## src/rtl/thermostat_control_if.sv

```systemverilog
// ----------------------------------------------------------------------------
// thermostat_control_if
//   Bundles the sensor, pushbutton and actuator signals of the thermostat.
//
//   Signals:
//     Temperature_8_Bit  8  sensor temperature, 0.5 C per LSB
//     BTN_UP / BTN_DOWN  1  raw asynchronous pushbuttons, active-high
//     Setpoint           8  current setpoint, 0.5 C per LSB
//     Temp_Q             8  last qualified temperature
//     Temp_Valid         1  a qualified temperature exists
//     HEAT / COOL        1  registered actuator enables
//
//   Modports:
//     master : sensor / user-interface side (drives inputs, observes outputs)
//     slave  : thermostat_control
// ----------------------------------------------------------------------------
interface thermostat_control_if;
    logic [7:0] Temperature_8_Bit;
    logic       BTN_UP;
    logic       BTN_DOWN;
    logic [7:0] Setpoint;
    logic [7:0] Temp_Q;
    logic       Temp_Valid;
    logic       HEAT;
    logic       COOL;

    modport master (
        output Temperature_8_Bit, BTN_UP, BTN_DOWN,
        input  Setpoint, Temp_Q, Temp_Valid, HEAT, COOL
    );

    modport slave (
        input  Temperature_8_Bit, BTN_UP, BTN_DOWN,
        output Setpoint, Temp_Q, Temp_Valid, HEAT, COOL
    );
endinterface

```

## src/rtl/thermostat_control.sv

```systemverilog
// ----------------------------------------------------------------------------
// thermostat_control
//   Hysteresis thermostat: qualifies a noisy sensor temperature, debounces
//   setpoint pushbuttons and drives HEAT / COOL through an IDLE / HEATING /
//   COOLING state machine with a minimum dwell time in every state.
//
//   Build option:
//     THERMO_COOL_EN  defined   -> COOLING state and COOL output are built
//                     undefined -> heating only, COOL tied low
//
//   Ports:
//     CLK    in  system clock, rising edge
//     RST_N  in  asynchronous active-low reset
//     bus    thermostat_control_if.slave (temperature, buttons, setpoint,
//            qualified temperature, actuator enables)
// ----------------------------------------------------------------------------
module thermostat_control #(
    parameter logic [7:0]  SP_RESET        = 8'd44,
    parameter logic [7:0]  HYST            = 8'd2,
    parameter logic [7:0]  SP_MIN          = 8'd20,
    parameter logic [7:0]  SP_MAX          = 8'd70,
    parameter logic [15:0] STABLE_CYCLES   = 16'd1000,
    parameter logic [19:0] DEBOUNCE_CYCLES = 20'd500000,
    parameter logic [23:0] MIN_DWELL       = 24'd1000000
) (
    input  logic                  CLK,
    input  logic                  RST_N,
    thermostat_control_if.slave   bus
);

    localparam logic [1:0] IDLE    = 2'd0;
    localparam logic [1:0] HEATING = 2'd1;
`ifdef THERMO_COOL_EN
    localparam logic [1:0] COOLING = 2'd2;
`endif

    // ------------------------------------------------------------------
    // Temperature qualifier: a reading is accepted only after it has been
    // identical to its previous-cycle value STABLE_CYCLES times in a row.
    // ------------------------------------------------------------------
    logic [7:0]  temp_prev;
    logic [7:0]  temp_q;
    logic        temp_valid;
    logic [15:0] stable_cnt;

    // NOTE: sequential state is updated with non-blocking assignments only,
    // so every register samples pre-edge values regardless of block order.
    always_ff @(posedge CLK or negedge RST_N) begin
        if (!RST_N) begin
            temp_prev  <= '0;
            temp_q     <= '0;
            temp_valid <= 1'b0;
            stable_cnt <= '0;
        end else begin
            temp_prev <= bus.Temperature_8_Bit;
            if (bus.Temperature_8_Bit != temp_prev) begin
                stable_cnt <= '0;
            end else if (stable_cnt != STABLE_CYCLES) begin
                // Count saturates so a held reading loads exactly once.
                stable_cnt <= stable_cnt + 16'd1;
                if (stable_cnt == STABLE_CYCLES - 16'd1) begin
                    temp_q     <= bus.Temperature_8_Bit;
                    temp_valid <= 1'b1;
                end
            end
        end
    end

    // ------------------------------------------------------------------
    // Buttons: two-flop synchronizer, then a level debouncer. Index 0 is
    // UP, index 1 is DOWN.
    // ------------------------------------------------------------------
    logic [1:0]  btn_raw;
    logic [1:0]  sync_1;
    logic [1:0]  sync_2;
    logic [1:0]  db_level;
    logic [1:0]  db_level_d;
    logic [1:0]  btn_rise;
    logic [19:0] db_cnt [2];

    assign btn_raw  = {bus.BTN_DOWN, bus.BTN_UP};
    assign btn_rise = db_level & ~db_level_d;

    always_ff @(posedge CLK or negedge RST_N) begin
        if (!RST_N) begin
            sync_1     <= '0;
            sync_2     <= '0;
            db_level   <= '0;
            db_level_d <= '0;
            for (int i = 0; i < 2; i++) begin
                db_cnt[i] <= '0;
            end
        end else begin
            sync_1     <= btn_raw;
            sync_2     <= sync_1;
            db_level_d <= db_level;
            for (int i = 0; i < 2; i++) begin
                if (sync_2[i] == db_level[i]) begin
                    db_cnt[i] <= '0;
                end else if (db_cnt[i] == DEBOUNCE_CYCLES - 20'd1) begin
                    db_level[i] <= sync_2[i];
                    db_cnt[i]   <= '0;
                end else begin
                    db_cnt[i] <= db_cnt[i] + 20'd1;
                end
            end
        end
    end

    // ------------------------------------------------------------------
    // Setpoint: saturating up/down; simultaneous edges cancel.
    // ------------------------------------------------------------------
    logic [7:0] setpoint;

    always_ff @(posedge CLK or negedge RST_N) begin
        if (!RST_N) begin
            setpoint <= SP_RESET;
        end else if (btn_rise[0] && !btn_rise[1] && setpoint < SP_MAX) begin
            setpoint <= setpoint + 8'd1;
        end else if (btn_rise[1] && !btn_rise[0] && setpoint > SP_MIN) begin
            setpoint <= setpoint - 8'd1;
        end
    end

    // ------------------------------------------------------------------
    // Thresholds in 9 bits, clamped to 0..255 instead of wrapping.
    // ------------------------------------------------------------------
    logic [8:0] sp_ext;
    logic [8:0] temp_ext;
    logic [8:0] low_thr;

    assign sp_ext   = {1'b0, setpoint};
    assign temp_ext = {1'b0, temp_q};
    assign low_thr  = (setpoint >= HYST) ? (sp_ext - {1'b0, HYST}) : 9'd0;

`ifdef THERMO_COOL_EN
    logic [8:0] high_sum;
    logic [8:0] high_thr;

    assign high_sum = sp_ext + {1'b0, HYST};
    assign high_thr = (high_sum > 9'd255) ? 9'd255 : high_sum;
`endif

    // ------------------------------------------------------------------
    // Control FSM with dwell counter. HEATING and COOLING only ever exit
    // to IDLE, so a direct heat/cool swap cannot happen.
    // ------------------------------------------------------------------
    logic [1:0]  state;
    logic [1:0]  state_next;
    logic [23:0] dwell_cnt;
    logic        dwell_done;
    logic        heat_q;

    assign dwell_done = (dwell_cnt == MIN_DWELL);

    // NOTE: state_next gets a default before the case so no path leaves it
    // unassigned, which would infer a latch.
    always_comb begin
        state_next = state;
        case (state)
            IDLE: begin
                if (temp_valid && dwell_done) begin
                    if (temp_ext < low_thr) begin
                        state_next = HEATING;
                    end
`ifdef THERMO_COOL_EN
                    else if (temp_ext > high_thr) begin
                        state_next = COOLING;
                    end
`endif
                end
            end
            HEATING: begin
                if (dwell_done && temp_q >= setpoint) begin
                    state_next = IDLE;
                end
            end
`ifdef THERMO_COOL_EN
            COOLING: begin
                if (dwell_done && temp_q <= setpoint) begin
                    state_next = IDLE;
                end
            end
`endif
            default: state_next = IDLE;
        endcase
    end

    // Actuators come from the registered state, so they follow a state
    // change by one cycle; reset clears them asynchronously.
    always_ff @(posedge CLK or negedge RST_N) begin
        if (!RST_N) begin
            state     <= IDLE;
            dwell_cnt <= '0;
            heat_q    <= 1'b0;
        end else begin
            state  <= state_next;
            heat_q <= (state == HEATING);
            if (state_next != state) begin
                dwell_cnt <= '0;
            end else if (!dwell_done) begin
                dwell_cnt <= dwell_cnt + 24'd1;
            end
        end
    end

`ifdef THERMO_COOL_EN
    logic cool_q;

    always_ff @(posedge CLK or negedge RST_N) begin
        if (!RST_N) begin
            cool_q <= 1'b0;
        end else begin
            cool_q <= (state == COOLING);
        end
    end

    assign bus.COOL = cool_q;
`else
    assign bus.COOL = 1'b0;
`endif

    assign bus.HEAT       = heat_q;
    assign bus.Setpoint   = setpoint;
    assign bus.Temp_Q     = temp_q;
    assign bus.Temp_Valid = temp_valid;

endmodule

```

## src/flat_wrapper.sv

```systemverilog
// flat-port wrapper written by rule: the top's interface ports become plain ports
module thermostat_control_flat 
#(
    parameter logic [7:0]  SP_RESET        = 8'd44,
    parameter logic [7:0]  HYST            = 8'd2,
    parameter logic [7:0]  SP_MIN          = 8'd20,
    parameter logic [7:0]  SP_MAX          = 8'd70,
    parameter logic [15:0] STABLE_CYCLES   = 16'd1000,
    parameter logic [19:0] DEBOUNCE_CYCLES = 20'd500000,
    parameter logic [23:0] MIN_DWELL       = 24'd1000000
)
  (CLK, RST_N, bus_Temperature_8_Bit, bus_BTN_UP, bus_BTN_DOWN, bus_Setpoint, bus_Temp_Q, bus_Temp_Valid, bus_HEAT, bus_COOL);
  thermostat_control_if bus_i ();
  input  logic CLK;
  input  logic RST_N;
  input wire logic [$bits(bus_i.Temperature_8_Bit)-1:0] bus_Temperature_8_Bit;
  input wire logic [$bits(bus_i.BTN_UP)-1:0] bus_BTN_UP;
  input wire logic [$bits(bus_i.BTN_DOWN)-1:0] bus_BTN_DOWN;
  output wire logic [$bits(bus_i.Setpoint)-1:0] bus_Setpoint;
  output wire logic [$bits(bus_i.Temp_Q)-1:0] bus_Temp_Q;
  output wire logic [$bits(bus_i.Temp_Valid)-1:0] bus_Temp_Valid;
  output wire logic [$bits(bus_i.HEAT)-1:0] bus_HEAT;
  output wire logic [$bits(bus_i.COOL)-1:0] bus_COOL;
  assign bus_i.Temperature_8_Bit = bus_Temperature_8_Bit;
  assign bus_i.BTN_UP = bus_BTN_UP;
  assign bus_i.BTN_DOWN = bus_BTN_DOWN;
  assign bus_Setpoint = bus_i.Setpoint;
  assign bus_Temp_Q = bus_i.Temp_Q;
  assign bus_Temp_Valid = bus_i.Temp_Valid;
  assign bus_HEAT = bus_i.HEAT;
  assign bus_COOL = bus_i.COOL;
  thermostat_control #(.SP_RESET(SP_RESET), .HYST(HYST), .SP_MIN(SP_MIN), .SP_MAX(SP_MAX), .STABLE_CYCLES(STABLE_CYCLES), .DEBOUNCE_CYCLES(DEBOUNCE_CYCLES), .MIN_DWELL(MIN_DWELL)) u_core (.CLK(CLK), .RST_N(RST_N), .bus(bus_i));
endmodule
```

## config.mk

```make
export PLATFORM = sky130hd
export DESIGN_NAME = thermostat_control_flat
export DESIGN_NICKNAME = d
export VERILOG_FILES = /design/src/rtl/thermostat_control_if.sv /design/src/rtl/thermostat_control.sv /design/src/flat_wrapper.sv
export SDC_FILE = /design/constraint.sdc
export NUM_CORES = 1
export LEC_CHECK = 0
export BUFFER_PORTS_ARGS = -buffer_cell sky130_fd_sc_hd__buf_2
export CAP_MARGIN = 30
export CORE_ASPECT_RATIO = 1.5
export CORE_MARGIN = 5
export CORE_UTILIZATION = 27
export CTS_CLUSTER_DIAMETER = 120
export DETAILED_ROUTE_END_ITERATION = 16
export SETUP_SLACK_MARGIN = 0.3
export SLEW_MARGIN = 15
export SYNTH_ARGS = -nofsm -noshare
export SYNTH_HDL_FRONTEND = slang
export SYNTH_SLANG_ARGS = --single-unit
```

## constraint.sdc

```tcl
create_clock -name CLK -period 4.37 [get_ports CLK]
set_clock_uncertainty 0.1 [all_clocks]
set_input_delay 0.437 -clock CLK [delete_from_list [all_inputs] [get_ports CLK]]
set_output_delay 0.437 -clock CLK [all_outputs]
set_load 0.02 [all_outputs]
```

# After elaboration in Yosys (flattened, before gate mapping)
# Cells that the tools add are included.
word_totals:
  reg_bits: 116
  latchBits: 0
  ram_bits: 0
  romBits: 0
  output_inout_bits: 19
  elab_cells: 72
  memories: 0
op_classes:
  addsub: 7
  mul: 0
  n_div: 0
  magnitude_cmp: 5
  eq_ne: 11
  shifts: 0
  mux: 15
  bitwise: 5
  n_reduce_logical: 14
ops:
  columns: ["operator", "count"]
  rows:
  - ["$mux 20", 4]
  - ["$mux 24", 2]
  - ["$add 20x1->20 const B", 2]
  - ["$eq 20x19->1 const B", 2]
  - ["$mux 16", 2]
  - ["$add 24x1->24 const B", 1]
  - ["$eq 24x20->1 const B", 1]
  - ["$add 16x1->16 const B", 1]
  - ["$eq 16x10->1 const B", 1]
  - ["$mux 8", 2]
  - ["$ne 16x10->1 const B", 1]
  - ["$lt 8x9->1", 1]
  - ["$mux 9", 1]
  - ["$sub 8x2->9 const B", 1]
  - ["$add 8x1->8 const B", 1]
  - ["$ge 8x2->1 const B", 1]
  - ["$ge 8x8->1", 1]
  - ["$gt 8x5->1 const B", 1]
  - ["$lt 8x7->1 const B", 1]
  - ["$ne 8x8->1", 1]
  - ["$sub 8x1->8 const B", 1]
  - ["$logic_and 1x1->1", 6]
  - ["$mux 2", 3]
  - ["$pmux 2 s2", 1]
  - ["12 further kinds", 18]

# Longest topological paths before layout
depth:
  word_depth: 8
  mapped_depth: 13
  mapped_depth_nobuf: 13

# Least setup slack after synthesis
# Ideal clock, no wire load.
synth_timing:
  kind: "register to register"
  from: "reg u_core.setpoint[1] (netlist: u_core.bus.Setpoint[1])"
  to: "reg u_core.dwell_cnt[0]"
  arrival_ps: 3169
  required_ps: 4123
  setup_slack_ps: 954
  stages_incl_launch_ff: 14
  path_cell_list: "dfrtp_1 > inv_1 > ha_1 > or4b_4 > a21oi_1 > nand2_1 > nand2b_1 > ha_1 > nand2_1 > nor4_1 > a2111oi_0 > o21ai_1 > a2111oi_4 > nor3_1"
synth_between:
  elab_chain_len: 8
synth_rtl:
  columns: ["item", "line_no", "text"]
  rows:
  - ["from (decl)", "thermostat_control.sv:113", "logic [7:0] setpoint;"]
  - ["from (signal assigned)", "thermostat_control.sv:119", "setpoint <= setpoint + 8'd1;"]
  - ["from (signal assigned)", "thermostat_control.sv:121", "setpoint <= setpoint - 8'd1;"]
  - ["$sub 8x2->9 / $ge 8x2->1 (equally long branches)", "thermostat_control.sv:134", "assign low_thr = (setpoint >= HYST) ? (sp_ext - {1'b0, HYST}) : 9'd0;"]
  - ["$mux 9", "thermostat_control.sv:134", null]
  - ["$lt 8x9->1", "thermostat_control.sv:163", "if (temp_ext < low_thr) begin"]
  - ["$mux 2", "thermostat_control.sv:163", null]
  - ["$mux 2", "thermostat_control.sv:162", "if (temp_valid && dwell_done) begin"]
  - ["$pmux 2 s2 *", "thermostat_control.sv:160", "case (state)"]
  - ["$ne 2x2->1 *", "thermostat_control.sv:199", "if (state_next != state) begin"]
  - ["$ne 2x2->1 (no line) / $mux 24 (equally long branches)", null, null]
  - ["to (signal assigned)", "thermostat_control.sv:202", "dwell_cnt <= dwell_cnt + 24'd1;"]
  - ["to (decl)", "thermostat_control.sv:150", "logic [23:0] dwell_cnt;"]
# Mark *: on every way between the ends. The rest lies on a longest branch, timed or not.
# A chain may end at the register's enable or synchronous reset.

# Worst setup path in the final report
layout_timing:
  from: "reg u_core.setpoint[1] (netlist: u_core.bus.Setpoint[1])"
  to: "reg u_core.dwell_cnt[1]"
# The elaborated chain is that of the path after synthesis.

==> flow_summary.toml <==
[outcome]
status = "finished, final reports clean"

[setup_path]
crit_arrival_ns = 3.97
cp_max_fo = 10
crit_type = "register to register"
crit_required_ns = 4.55
worst_setup_path_end_kind = "register"
crit_path_start_kind = "register"
worst_path_max_delay_cell = "or4b_4"
worstPathCellList = "inv_1 -> ha_1 -> or4b_4 -> a21oi_1 -> nand2_1 -> nand2b_1 -> ha_1 -> nand2_1 -> nor4_1 -> a2111oi_0 -> o21ai_1 -> a2111oi_4 -> buf_4 -> nor3_1"
slowest_delay_ns = 0.50

[placement]
finalWeightedCongestion = 0.8256
io_buffers = 29
hpwl_um = 8907

[timing]
post-route-period-util_pct = 86.67
post-route-min-period_ns = 3.787
setup_tns_ns = 0
finalSetupViolations = 0
finalHoldViolations = 0
relSlewSlack_pct = 45.88
finalMaxSlewViolations = 0
max_freq_mhz = 264.0
worstMarginPinSlew_ns = 0.8089
rsz0062_at_grt = "no"

[route]
firstDrtPassIters = 4
antenna_left = 0
wl_per_cell_um = 13.33
routed_wirelength_um = 12490
drc = 0
via_per_inst = 4.645
drt_iter0_drc = 255
vias = 4352

[hold_path]
hp-class = "primary input to register"

[flow_run]
max_cap_violations = 0

[clocking]
cts_resized = 0
clkSinkCount = 116
clockRootBuffer = "clkbuf_16"
clock_latency_ns = 0.41
clock_path_buffers = 2
cts_buffers = 17
cts_tree = "built"
clkTransAtPathRegs_ns = 0.06
htree_levels = 4

[die]
core-area_mm2 = 0.02222
ios = 31
num_rows = 67
initial_core_util_pct = 27.15
die_w_um = 132.0
die_area_mm2 = 0.02549
chipHeight_um = 193.0

[power_and_ir_drop]
seqPwrFrac_pct = 41.4
p_leak_nw = 3.102
p_clk_share_pct = 56.0
power_w = 0.002658
sw_frac_of_total_pct = 21.15
power.share.combinational_pct = 2.6
p_per_area_mw_per_mm2 = 371.3
power.internal_w = 0.002096
peakVddDrop_mv = 0.2842
netSwitchingPower_w = 0.0005620

[yosys]
async_reset_ff_share_pct = 100.0
ys_seq_area_share_pct = 48.20
avgSynthCellArea_um2 = 9.935
synth_cells = 607
synth_largest_area_cell = "dfrtp_1"
synth-seq-cells = 116
synth-main-ff-cell = "dfrtp_1"
synth_edf_count = 0
ys_types = 58
yosysTopAreaCellShare_pct = 46.89
synthTopCellsByArea = "dfrtp_1, xor2_1, nor2_1"
netlist_area_mm2 = 0.006031
ys_warn_count = 0

[global_routing]
grt_pass1_vias = 4474
grt_use_total_pct = 10.28
overflow = 0
grt_pass1_wl_um = 21330
grt_max_degree = 72
antenna_found_initial = 2

[final_layout]
final_core_util_pct = 32.22
layout_commonest_cell = "dfrtp_1"
layout-drive-gt1-share_pct = 14.37
final_cell_mix = "dfrtp_1, nor2_1, xor2_1"
area_growth_pct = 18.67
n_antenna_cell = 0
nNetsFinal = 691
[power by group through the flow]
stage | combinational [W] | sequential (W) | clock (W)
after floorplan | 0.0000318 | 0.00112 | 0
after detailed placement | 0.0000666 | 0.00112 | 0
after CTS | 0.0000677 | 0.00110 | 0.00152
after global placement | 0.0000651 | 0.00112 | 0
final | 0.0000681 | 0.00110 | 0.00149
after global routing | 0.0000814 | 0.00110 | 0.00157
[logic make-up (layout without fill, tap and decap cells)]
kind of cell               after synthesis  after routing  synth area share (%)
and+or+nand+nor                        278            278                 22.86
DFF                                    116            116                 48.20
xor gates and xnor gates                90             90                 13.07
AOI/OAI and AO/OA                       43             43                 4.585
buffers and inverters                   37             90                 2.656
adders and majority gates               30             30                 6.349
muxes                                   12             12                 2.220
other                                    1              2               0.06218
[path summary, 6_finish.rpt]
check,from,to,slack (ns),cells past startpoint
worst min-delay path,bus_BTN_DOWN,u_core.sync_1[1]$_DFF_PN0_,0.04,1
min in group asynchronous,RST_N,u_core.db_cnt[29]$_DFF_PN0_,0.33,2
worst max register to register,u_core.bus.Setpoint[1]$_DFFE_PN0P_,u_core.dwell_cnt[1]$_DFFE_PN0P_,0.58,14
worst min register to register,u_core.sync_1[1]$_DFF_PN0_,u_core.sync_2[1]$_DFF_PN0_,0.25,0
worst max-delay path,u_core.bus.Setpoint[1]$_DFFE_PN0P_,u_core.dwell_cnt[1]$_DFFE_PN0P_,0.58,14
max in group asynchronous,RST_N,u_core.bus.Setpoint[5]$_DFFE_PN1P_,2.85,4
[registers in the layout (all words and copies together), names as in the netlist, 8 cells and up]
| signal | count |
|---|---|
| u_core.bus.Setpoint | 8 |
| u_core.bus.Temp_Q | 8 |
| u_core.db_cnt | 40 |
| u_core.dwell_cnt | 24 |
| u_core.stable_cnt | 16 |
| u_core.temp_prev | 8 |
[Yosys cell counts, drive strengths merged (9+ instances only)]
cell and count:
nor2 105, inv 24, dfrtp 113, o21ai 9, mux2 11, nand3 32
nand2 45, nor4 12, a21oi 20, xor2 57, xnor2 33, ha 29
nor3 23, nand4 21
[layout make-up]
cell class | instances | area, um2
multi-input cells | 455 | 2968
flip-flops and latches | 116 | 2907
repair buffers | 35 | 215.2
clock buffers | 20 | 456.7
clock inverters | 11 | 175.2
inverters | 24 | 90.09
fillers | 2219 | 15060
well taps | 276 | 345.3
[per-stage QoR]
step                      setup WS, ns  hold WS (ns)  cell area [um2]  std cells
final                           0.5827       0.03806             7157        937
after global routing            0.4488       0.02554             7157        937
after CTS                       0.4969       0.02407             7112        934
after detailed placement        0.4920        0.2347             6480        903
after global placement          0.6379        0.2343             6480        903
after floorplan                 0.9541       0.04141             6035        608
[worst max-delay path: cells and delay by family, from the launching register on]
kind                       cells  cell delay (ns)
AOI/OAI and AO/OA              4             1.20
and+or+nand+nor                6             1.03
buffers and inverters          2             0.40
DFF                            1             0.47
adders and majority gates      2             0.46
[routing by layer]
metal	global-route usage, %	up-vias	wire (um)	part of all wire [%]
li1	-	2146	-	-
met1	11.32	2117	5136	41
met2	18.35	60	6527	52
met3	2.934	25	495	4.0
met4	4.711	4	306	2.5
met5	0	-	21	0.17
[what timing repair did]
item                                    in CTS  in global routing
buffers inserted                             0                  1
hold buffers                                 0                  1
endpoints found under the hold margin        0                 13
endpoints found under the setup margin       0                  5
(Power assumes the default switching activity.)
